<file path="config.mk">
export PLATFORM = sky130hd
export DESIGN_NAME = rf_wb_ctrl
export DESIGN_NICKNAME = d
export VERILOG_FILES = /design/src/rtl/rf_wb_ctrl_pkg.sv /design/src/rtl/rf_wb_ctrl_arb.sv /design/src/rtl/rf_wb_ctrl.sv
export SDC_FILE = /design/constraint.sdc
export NUM_CORES = 1
export LEC_CHECK = 0
export CAP_MARGIN = 20
export CORE_MARGIN = 3
export CORE_UTILIZATION = 35
export CTS_CLUSTER_DIAMETER = 40
export DETAILED_ROUTE_END_ITERATION = 16
export PLACE_DENSITY = 0.78
export SYNTH_ARGS = -nofsm -noshare
export SYNTH_HDL_FRONTEND = slang
export SYNTH_SLANG_ARGS = --single-unit
</file>
<file path="constraint.sdc">
create_clock -name clk -period 1.3 [get_ports clk]
set_clock_uncertainty 0.05 [all_clocks]
set_input_delay 0.13 -clock clk [delete_from_list [all_inputs] [get_ports clk]]
set_output_delay 0.13 -clock clk [all_outputs]
set_load 0.05 [all_outputs]
</file>
<file path="src/rtl/rf_wb_ctrl_pkg.sv">
// Shared constants for the RF write-back controller.
// Register-zero index, requester count and requester indices.
package rf_wb_ctrl_pkg;
  localparam int REG_ZERO = 0;
  localparam int NREQ     = 2;
  localparam int REQ_ALU  = 0;
  localparam int REQ_MEM  = 1;
endpackage

</file>
<file path="src/rtl/rf_wb_ctrl_arb.sv">
// rr_arb2: two-input round-robin arbiter, combinational.
// Ports: valid[1:0] in, last in (previous winner), grant[1:0] out.
module rr_arb2
  import rf_wb_ctrl_pkg::*;
(
  input  logic [NREQ-1:0] valid,
  input  logic            last,
  output logic [NREQ-1:0] grant
);
  always_comb begin
    grant = '0;
    grant[REQ_ALU] = valid[REQ_ALU] & (~valid[REQ_MEM] | last);
    grant[REQ_MEM] = valid[REQ_MEM] & (~valid[REQ_ALU] | ~last);
  end
endmodule

</file>
<file path="src/rtl/rf_wb_ctrl.sv">
// Write-back controller: arbitrates ALU/load writes onto the RF port,
// registers the write, and keeps the per-register busy scoreboard.
// Ports: req_* handshake in, mark/flush/rs* from decode,
// stall/busy to decode, rf_we/rf_wr_address/rf_wr_data to the RF.
module rf_wb_ctrl
  import rf_wb_ctrl_pkg::*;
#(
  parameter int DW  = 8,
  parameter int RFW = 2
) (
  input  logic                clk,
  input  logic                rst_n,
  input  logic [NREQ-1:0]     req_valid,
  output logic [NREQ-1:0]     req_ready,
  input  logic [NREQ*RFW-1:0] req_addr,
  input  logic [NREQ*DW-1:0]  req_data,
  input  logic                mark_valid,
  input  logic [RFW-1:0]      mark_addr,
  input  logic                flush,
  input  logic [RFW-1:0]      rs1_addr,
  input  logic [RFW-1:0]      rs2_addr,
  output logic                stall,
  output logic [2**RFW-1:0]   busy,
  output logic                rf_we,
  output logic [RFW-1:0]      rf_wr_address,
  output logic [DW-1:0]       rf_wr_data
);
  localparam int NR = 2**RFW;

  logic            last_q, last_d;
  logic            we_q, we_d;
  logic [RFW-1:0]  addr_q, addr_d;
  logic [DW-1:0]   data_q, data_d;
  logic [NR-1:0]   busy_q, busy_d;

  logic [NREQ-1:0] grant;
  logic [NREQ-1:0] acc;
  logic            sel;
  logic [RFW-1:0]  sel_addr;
  logic [DW-1:0]   sel_data;

  rr_arb2 u_arb (
    .valid (req_valid),
    .last  (last_q),
    .grant (grant)
  );

  assign req_ready = rst_n ? grant : '0;
  assign acc       = req_valid & req_ready;

  // Grant is one-hot, so the MEM bit alone selects the source.
  assign sel      = acc[REQ_MEM];
  assign sel_addr = req_addr[sel*RFW +: RFW];
  assign sel_data = req_data[sel*DW +: DW];

  always_comb begin
    last_d = last_q;
    we_d   = 1'b0;
    addr_d = addr_q;
    data_d = data_q;
    if (|acc) begin
      last_d = sel;
      we_d   = (sel_addr != RFW'(REG_ZERO));
      addr_d = sel_addr;
      data_d = sel_data;
    end
  end

  // Clear comes from the registered write so stall holds until the
  // RF has committed the data.
  always_comb begin
    busy_d = busy_q;
    for (int r = 0; r < NR; r++) begin
      if (flush) begin
        busy_d[r] = 1'b0;
      end else if (mark_valid && mark_addr == RFW'(r) && r != REG_ZERO) begin
        busy_d[r] = 1'b1;
      end else if (we_q && addr_q == RFW'(r)) begin
        busy_d[r] = 1'b0;
      end
    end
    busy_d[REG_ZERO] = 1'b0;
  end

  always_ff @(posedge clk) begin
    if (!rst_n) begin
      last_q <= 1'b1;
      we_q   <= 1'b0;
      addr_q <= '0;
      data_q <= '0;
      busy_q <= '0;
    end else begin
      last_q <= last_d;
      we_q   <= we_d;
      addr_q <= addr_d;
      data_q <= data_d;
      busy_q <= busy_d;
    end
  end

  assign stall         = busy_q[rs1_addr] | busy_q[rs2_addr];
  assign busy          = busy_q;
  assign rf_we         = we_q;
  assign rf_wr_address = addr_q;
  assign rf_wr_data    = data_q;
endmodule

</file>
==> results of run 1 <==
## cell families (layout without fill, tap and decap cells)
kind of cell,after synthesis,in the layout,synth area share (%)
DFF,15,15,38.71
and+or+nand+nor,18,18,14.52
other,1,1,0.4834
muxes,2,2,2.742
buffers and inverters,11,75,8.708
AOI/OAI and AO/OA,29,29,34.84
## power by group
part / leakage, nW / total [mW] / switching, mW / internal (mW)
Sequential: 0.126 / 0.531 / 0.0423 / 0.489
Combinational: 0.521 / 0.550 / 0.251 / 0.299
Clock: 0.0150 / 0.274 / 0.155 / 0.119
## worst min-delay path by stage
stage / endpoint / slack, ps
after global routing: last_q$_SDFFE_PN1P_ / 230
final: last_q$_SDFFE_PN1P_ / 230
after CTS: last_q$_SDFFE_PN1P_ / 200
after global placement: busy[1]$_SDFFE_PP0P_ / 490
after floorplan: rf_wr_address[0]$_SDFFE_PN0P_ / 220
after detailed placement: rf_wr_data[7]$_SDFFE_PN0P_ / 490
## metal layers
metal,GRT usage (%),vias to the layer above
li1,-,436
met1,23.08,421
met2,40.70,61
met3,6.761,6
met4,5.106,0
met5,0,-
## worst reg2reg max path: cells and delay by family (launching register included)
kind / cells / cell delay (ps)
buffers and inverters: 2 / 300
AOI/OAI and AO/OA: 1 / 320
and+or+nand+nor: 2 / 160
DFF: 1 / 390
## final cells by class
class	instances	share of cell area (%)
multi-input cells	50	27.04
well taps	27	2.074
flip-flops and latches	15	19.12
clock buffers	4	1.613
repair buffers	67	49.00
inverters	4	1.152
## timing repair
item,CTS,global route
gates cloned,0,1
endpoints found under the setup margin,13,13
resized for setup,12,8
buffers inserted,4,2
pin swaps,1,10
## state kept, by name, summed over array words and instances (netlist names)
signal,cells
rf_wr_data,8
busy,3
rf_wr_address,2
last_q,1
rf_we,1
## cells in the final DEF, fill, tap and decap left out, types with 2 or more instances in the layout
cell type / count
dfxtp_1: 12
nand2b_1: 2
dfxtp_4: 3
nand3b_1: 2
inv_1: 2
o2111a_1: 10
clkbuf_4: 3
clkdlybuf4s50_1: 27
nand3_1: 2
o21ai_0: 3
a21oi_1: 2
buf_12: 16
a221o_1: 10
nand2_1: 3
buf_4: 14
dlygate4sd2_1: 4
buf_6: 6
nor2_1: 2
## synthesized netlist by cell type
| cell | number | share of area, % |
|---|---|---|
| o22ai_1 | 1 | 0.81 |
| mux2_2 | 1 | 1.5 |
| buf_2 | 3 | 1.9 |
| buf_6 | 2 | 2.9 |
| a21oi_1 | 2 | 1.3 |
| inv_2 | 1 | 0.48 |
| conb_1 | 1 | 0.48 |
| a221o_1 | 11 | 14 |
| mux2i_1 | 1 | 1.3 |
| nor2b_1 | 1 | 0.81 |
| nand3_1 | 2 | 1.3 |
| nand3b_1 | 2 | 1.9 |
| nor2_1 | 2 | 0.97 |
| nor4b_1 | 1 | 1.1 |
| inv_1 | 3 | 1.5 |
| o2111a_1 | 10 | 15 |
| buf_4 | 2 | 1.9 |
| and3_1 | 1 | 0.81 |
| nand2_2 | 1 | 0.81 |
| nand3_2 | 1 | 1.3 |
| nand2b_1 | 3 | 2.4 |
| dfxtp_1 | 15 | 39 |
| o21ai_0 | 3 | 1.9 |
| nor3b_2 | 1 | 1.6 |
| nand2_1 | 3 | 1.5 |
| a211oi_1 | 1 | 0.97 |
| a32oi_1 | 1 | 1.1 |
==> flow_summary_export.csv, run 1 <==
group,metric,value,unit
place,gp_congestion,0.7706,
global_route,grt_antenna_before_repair,0,
critical_path,crit_chain,"mux2_2 > a221o_2 > buf_6",
worst_hold_path,hold_path_depth,2,
detailed_routing,ant_nets,0,
synth,seq_area_frac_synth,38.71,%
critical_path,cp_top_family,"flip-flops",
place,place_ws,-421.2,ps
worst_hold_path,hold_start,"rst_n",
power_and_ir_drop,ir_worst_vdd,0.5998,mV
detailed_routing,drc,0,
synth,ys_seq_elements,15,
global_route,grt_max_degree,12,
final_layout,fin_cells,167,
synth,syn-num-nets,108,
synth,ys_types,27,
critical_path,slowest_delay,360,ps
detailed_routing,route.met2.wl,1481,um
timing,rsz0062_at_grt,"yes",
timing,timing.setup.tns,-626.3,ps
critical_path,critPathLaunch,"busy[3]$_SDFFE_PP0P_",
timing,period_needed,1583,ps
critical_path,rr_worst_depth,5,
floorplan,rows,16,
clock_tree,cts_hold_buffers,0,
critical_path,crit_path_top_delay_cell,"dfxtp_4",
detailed_routing,firstDrtPassIters,4,
critical_path,ff2ff_setup_slack,-30,ps
critical_path,end_kind,"primary output",
timing,clock.fmax,631.7,MHz
floorplan,coreArea,2022,um2
synth,syn_area,775.7,um2
global_route,grt_usage,21.63,%
global_route,overflow,0,
critical_path,worstPathRequired,1120,ps
status,violations,"setup timing",
critical_path,critPathMaxFanout,3,
final_layout,ff_latch_area,311.5,um2
global_route,grt_pass1_wl,4457,um
critical_path,cp_num_cells,3,
clock_tree,cts_buffer_depth,2,
critical_path,startpoint_type,"flop",
detailed_routing,vias,924,
critical_path,r2r-end,"rf_wr_data[7]$_SDFFE_PN0P_",
clock_tree,numCtsBuffers,3,
clock_tree,cts_tree,"built",
critical_path,critPathBufInv,1,
detailed_routing,maxUsedRoutingLayer,"met4",
timing,hold_viol_final,0,
synth,syn_area_per_cell,10.21,um2
clock_tree,root_buffer,"clkbuf_4",
clock_tree,clk_pin_slew,100,ps
power_and_ir_drop,finalPower,1.356,mW
timing,maxSlewViolCount,0,
timing,setup_viol,13,
clock_tree,cts.sinks,15,
final_layout,final_layout_size_suffix_gt1_share,36.43,%
global_route,grt_pass1_vias,952,
final_layout,final_nets,173,
worst_hold_path,hp-class,"in -> reg",
timing,period_share,121.8,%
final_layout,syn_to_final_growth,110.0,%
detailed_routing,wl_met3,282,um
timing,setup_ws,-283.0,ps
detailed_routing,wire_per_inst,17.70,um
place,dpl_cell_area,1495,um2
timing,hold_slack,226.1,ps
floorplan,die_height,53.08,um
detailed_routing,drt-met1-wl,1132,um
final_layout,antenna_cells,0,
place,placedCellCount,156,
timing,tightest_slew,501.1,ps
status,status,"finished with violations",
critical_path,crit_end,"stall",
final_layout,design_area,1629,um2
place,port_buffers,48,
detailed_routing,drt_iter0_drc,30,
floorplan,ios,50,
power_and_ir_drop,p_per_area,832.5,nW/um2
power_and_ir_drop,power.leakage,0.6619,nW
clock_tree,clk_latency,280,ps
floorplan,initial_core_util,38.37,%
clock_tree,h-tree-depth,1,
flow_run,max-cap-violations,0,
floorplan,die_area,2817,um2
final_layout,fill_cells,127,
final_layout,multi_input_area,440.4,um2
timing,relSlewSlack,66.56,%
critical_path,crit_type,"reg -> out",
detailed_routing,via_per_inst,5.533,
detailed_routing,drt_wl_total,2956,um
synth,yosys_warnings,0,
critical_path,crit_arrival,1400,ps
floorplan,fp.dieW,53.08,um
final_layout,final_util,80.57,%
critical_path,worstReg2RegStart,"last_q$_SDFFE_PN1P_",
synth,synth_cells,76,
place,place_hpwl,2049,um
(Power assumes the default switching activity.)
==> inputs of run 2 (changes only) <==
--- a/config.mk
+++ b/config.mk
@@ -6,7 +6,7 @@
 export NUM_CORES = 1
 export LEC_CHECK = 0
 export CAP_MARGIN = 20
-export CORE_MARGIN = 3
+export CORE_MARGIN = 2
 export CORE_UTILIZATION = 35
 export CTS_CLUSTER_DIAMETER = 40
 export DETAILED_ROUTE_END_ITERATION = 16
==> flow_summary_export.csv, run 2 (same netlist as run 1, synthesis figures left out) <==
group,metric,value,unit
critical_path,cp_top_family,"buffers and inverters",
final_layout,final_util,76.18,%
final_layout,ff_latch_area,311.5,um2
timing,hold_viol_final,0,
floorplan,rows,17,
critical_path,critPathMaxFanout,2,
detailed_routing,vias,907,
clock_tree,numCtsBuffers,3,
final_layout,most-common-layout-cells,"28 x clkdlybuf4s50_1, 16 x buf_12, 13 x buf_4",
status,status,"finished with violations",
final_layout,antenna_cells,0,
global_route,grt_pass1_wl,4091,um
timing,setup_ws,-339.2,ps
global_route,grt_usage,21.17,%
status,violations,"setup timing",
floorplan,die_height,51.08,um
clock_tree,cts_buffer_depth,2,
detailed_routing,wl_met3,157,um
critical_path,crit_type,"in -> out",
timing,period_share,126.1,%
global_route,grt_antenna_before_repair,0,
clock_tree,clk_pin_slew,90,ps
critical_path,crit_path_top_delay_cell,"clkdlybuf4s50_1",
timing,maxSlewViolCount,0,
detailed_routing,drt-met1-wl,1089,um
detailed_routing,route.met2.wl,1419,um
power_and_ir_drop,finalPower,1.351,mW
global_route,overflow,0,
floorplan,die_area,2609,um2
critical_path,worstPathRequired,1120,ps
critical_path,critPathBufInv,2,
detailed_routing,drc,0,
final_layout,final_nets,173,
timing,setup_viol,13,
detailed_routing,ant_nets,0,
final_layout,largest_reg_flops,8,
clock_tree,root_buffer,"clkbuf_4",
detailed_routing,firstDrtPassIters,4,
power_and_ir_drop,power.leakage,0.6636,nW
timing,rsz0062_at_grt,"yes",
clock_tree,cts.sinks,15,
detailed_routing,via_per_inst,5.399,
place,place_hpwl,1758,um
floorplan,fp.dieW,51.08,um
critical_path,startpoint_type,"input pin",
floorplan,initial_core_util,36.11,%
final_layout,final_common_cell,"clkdlybuf4s50_1",
timing,clock.fmax,610.1,MHz
floorplan,ios,50,
detailed_routing,drt_wl_total,2699,um
clock_tree,cts_hold_buffers,0,
detailed_routing,maxUsedRoutingLayer,"met4",
place,gp_congestion,0.7776,
critical_path,crit_arrival,1460,ps
power_and_ir_drop,ir_worst_vdd,0.6994,mV
clock_tree,h-tree-depth,1,
final_layout,fill_cells,134,
power_and_ir_drop,p_per_area,825.4,nW/um2
detailed_routing,wire_per_inst,16.07,um
global_route,grt_max_degree,16,
timing,timing.setup.tns,-894.9,ps
global_route,grt_pass1_vias,891,
critical_path,crit_chain,"clkdlybuf4s50_1 > mux2_2 > a221o_2 > buf_6",
clock_tree,clk_latency,280,ps
critical_path,end_kind,"primary output",
final_layout,final_layout_size_suffix_gt1_share,37.14,%
final_layout,syn_to_final_growth,111.0,%
critical_path,slowest_delay,480,ps
clock_tree,cts_tree,"built",
worst_hold_path,hp-class,"in -> reg",
detailed_routing,drt_iter0_drc,11,
place,port_buffers,48,
final_layout,multi_input_area,440.4,um2
timing,period_needed,1639,ps
flow_run,max-cap-violations,0,
floorplan,coreArea,2148,um2
-- run 2: worst min-delay path: stages --
cell and delay (ps):
dlygate4sd2_1 290, buf_6 170, nand3_1 70
-- run 2: power breakdown --
group | total [mW] | switching, mW | leakage (nW) | internal, mW
clock | 0.270 | 0.156 | 0.0177 | 0.114
combinational | 0.548 | 0.248 | 0.520 | 0.301
sequential | 0.532 | 0.0428 | 0.126 | 0.489
-- run 2: routing by layer --
metal / global-route usage, % / up-vias
met5: 0 / -
met4: 9.459 / 0
met3: 5.263 / 4
met2: 37.66 / 38
met1: 23.55 / 433
li1: - / 432
-- run 2: metrics by stage --
stage | setup WS, ps | hold slack, ps | area [um2] | std cells
3_3_place_gp | -365.1 | 481.0 | 1466 | 153
6_report | -339.2 | 364.5 | 1637 | 168
5_1_grt | -353.0 | 375.2 | 1637 | 168
3_5_place_dp | -423.0 | 483.6 | 1466 | 153
2_1_floorplan | -14.52 | 218.9 | 785.8 | 76
4_1_cts | -340.4 | 320.3 | 1599 | 165
-- run 2: layout make-up --
type / instances / share of cell area, %
inverter: 4 / 1.147
multi-input combinational: 50 / 26.91
clock inverter: 1 / 0.3058
clock buffer: 3 / 1.376
sequential: 15 / 19.04
timing repair buffer: 67 / 49.08
tap: 28 / 2.141
-- run 2: final timing paths --
kind | from | to | slack [ps] | cells after the start
max | rs1_addr[0] | stall | -340 | 4
min | rst_n | last_q$_SDFFE_PN1P_ | 360 | 3
max reg2reg | last_q$_SDFFE_PN1P_ | rf_wr_data[0]$_SDFFE_PN0P_ | -60 | 5
min reg2reg | busy[1]$_SDFFE_PP0P_ | busy[1]$_SDFFE_PP0P_ | 500 | 2
-- run 2: timing repair --
action	in CTS	in global routing
pin swaps	11	0
gates resized for setup	15	3
endpoints found under the hold margin	0	0
buffers inserted	8	3
setup endpoints to repair	13	13
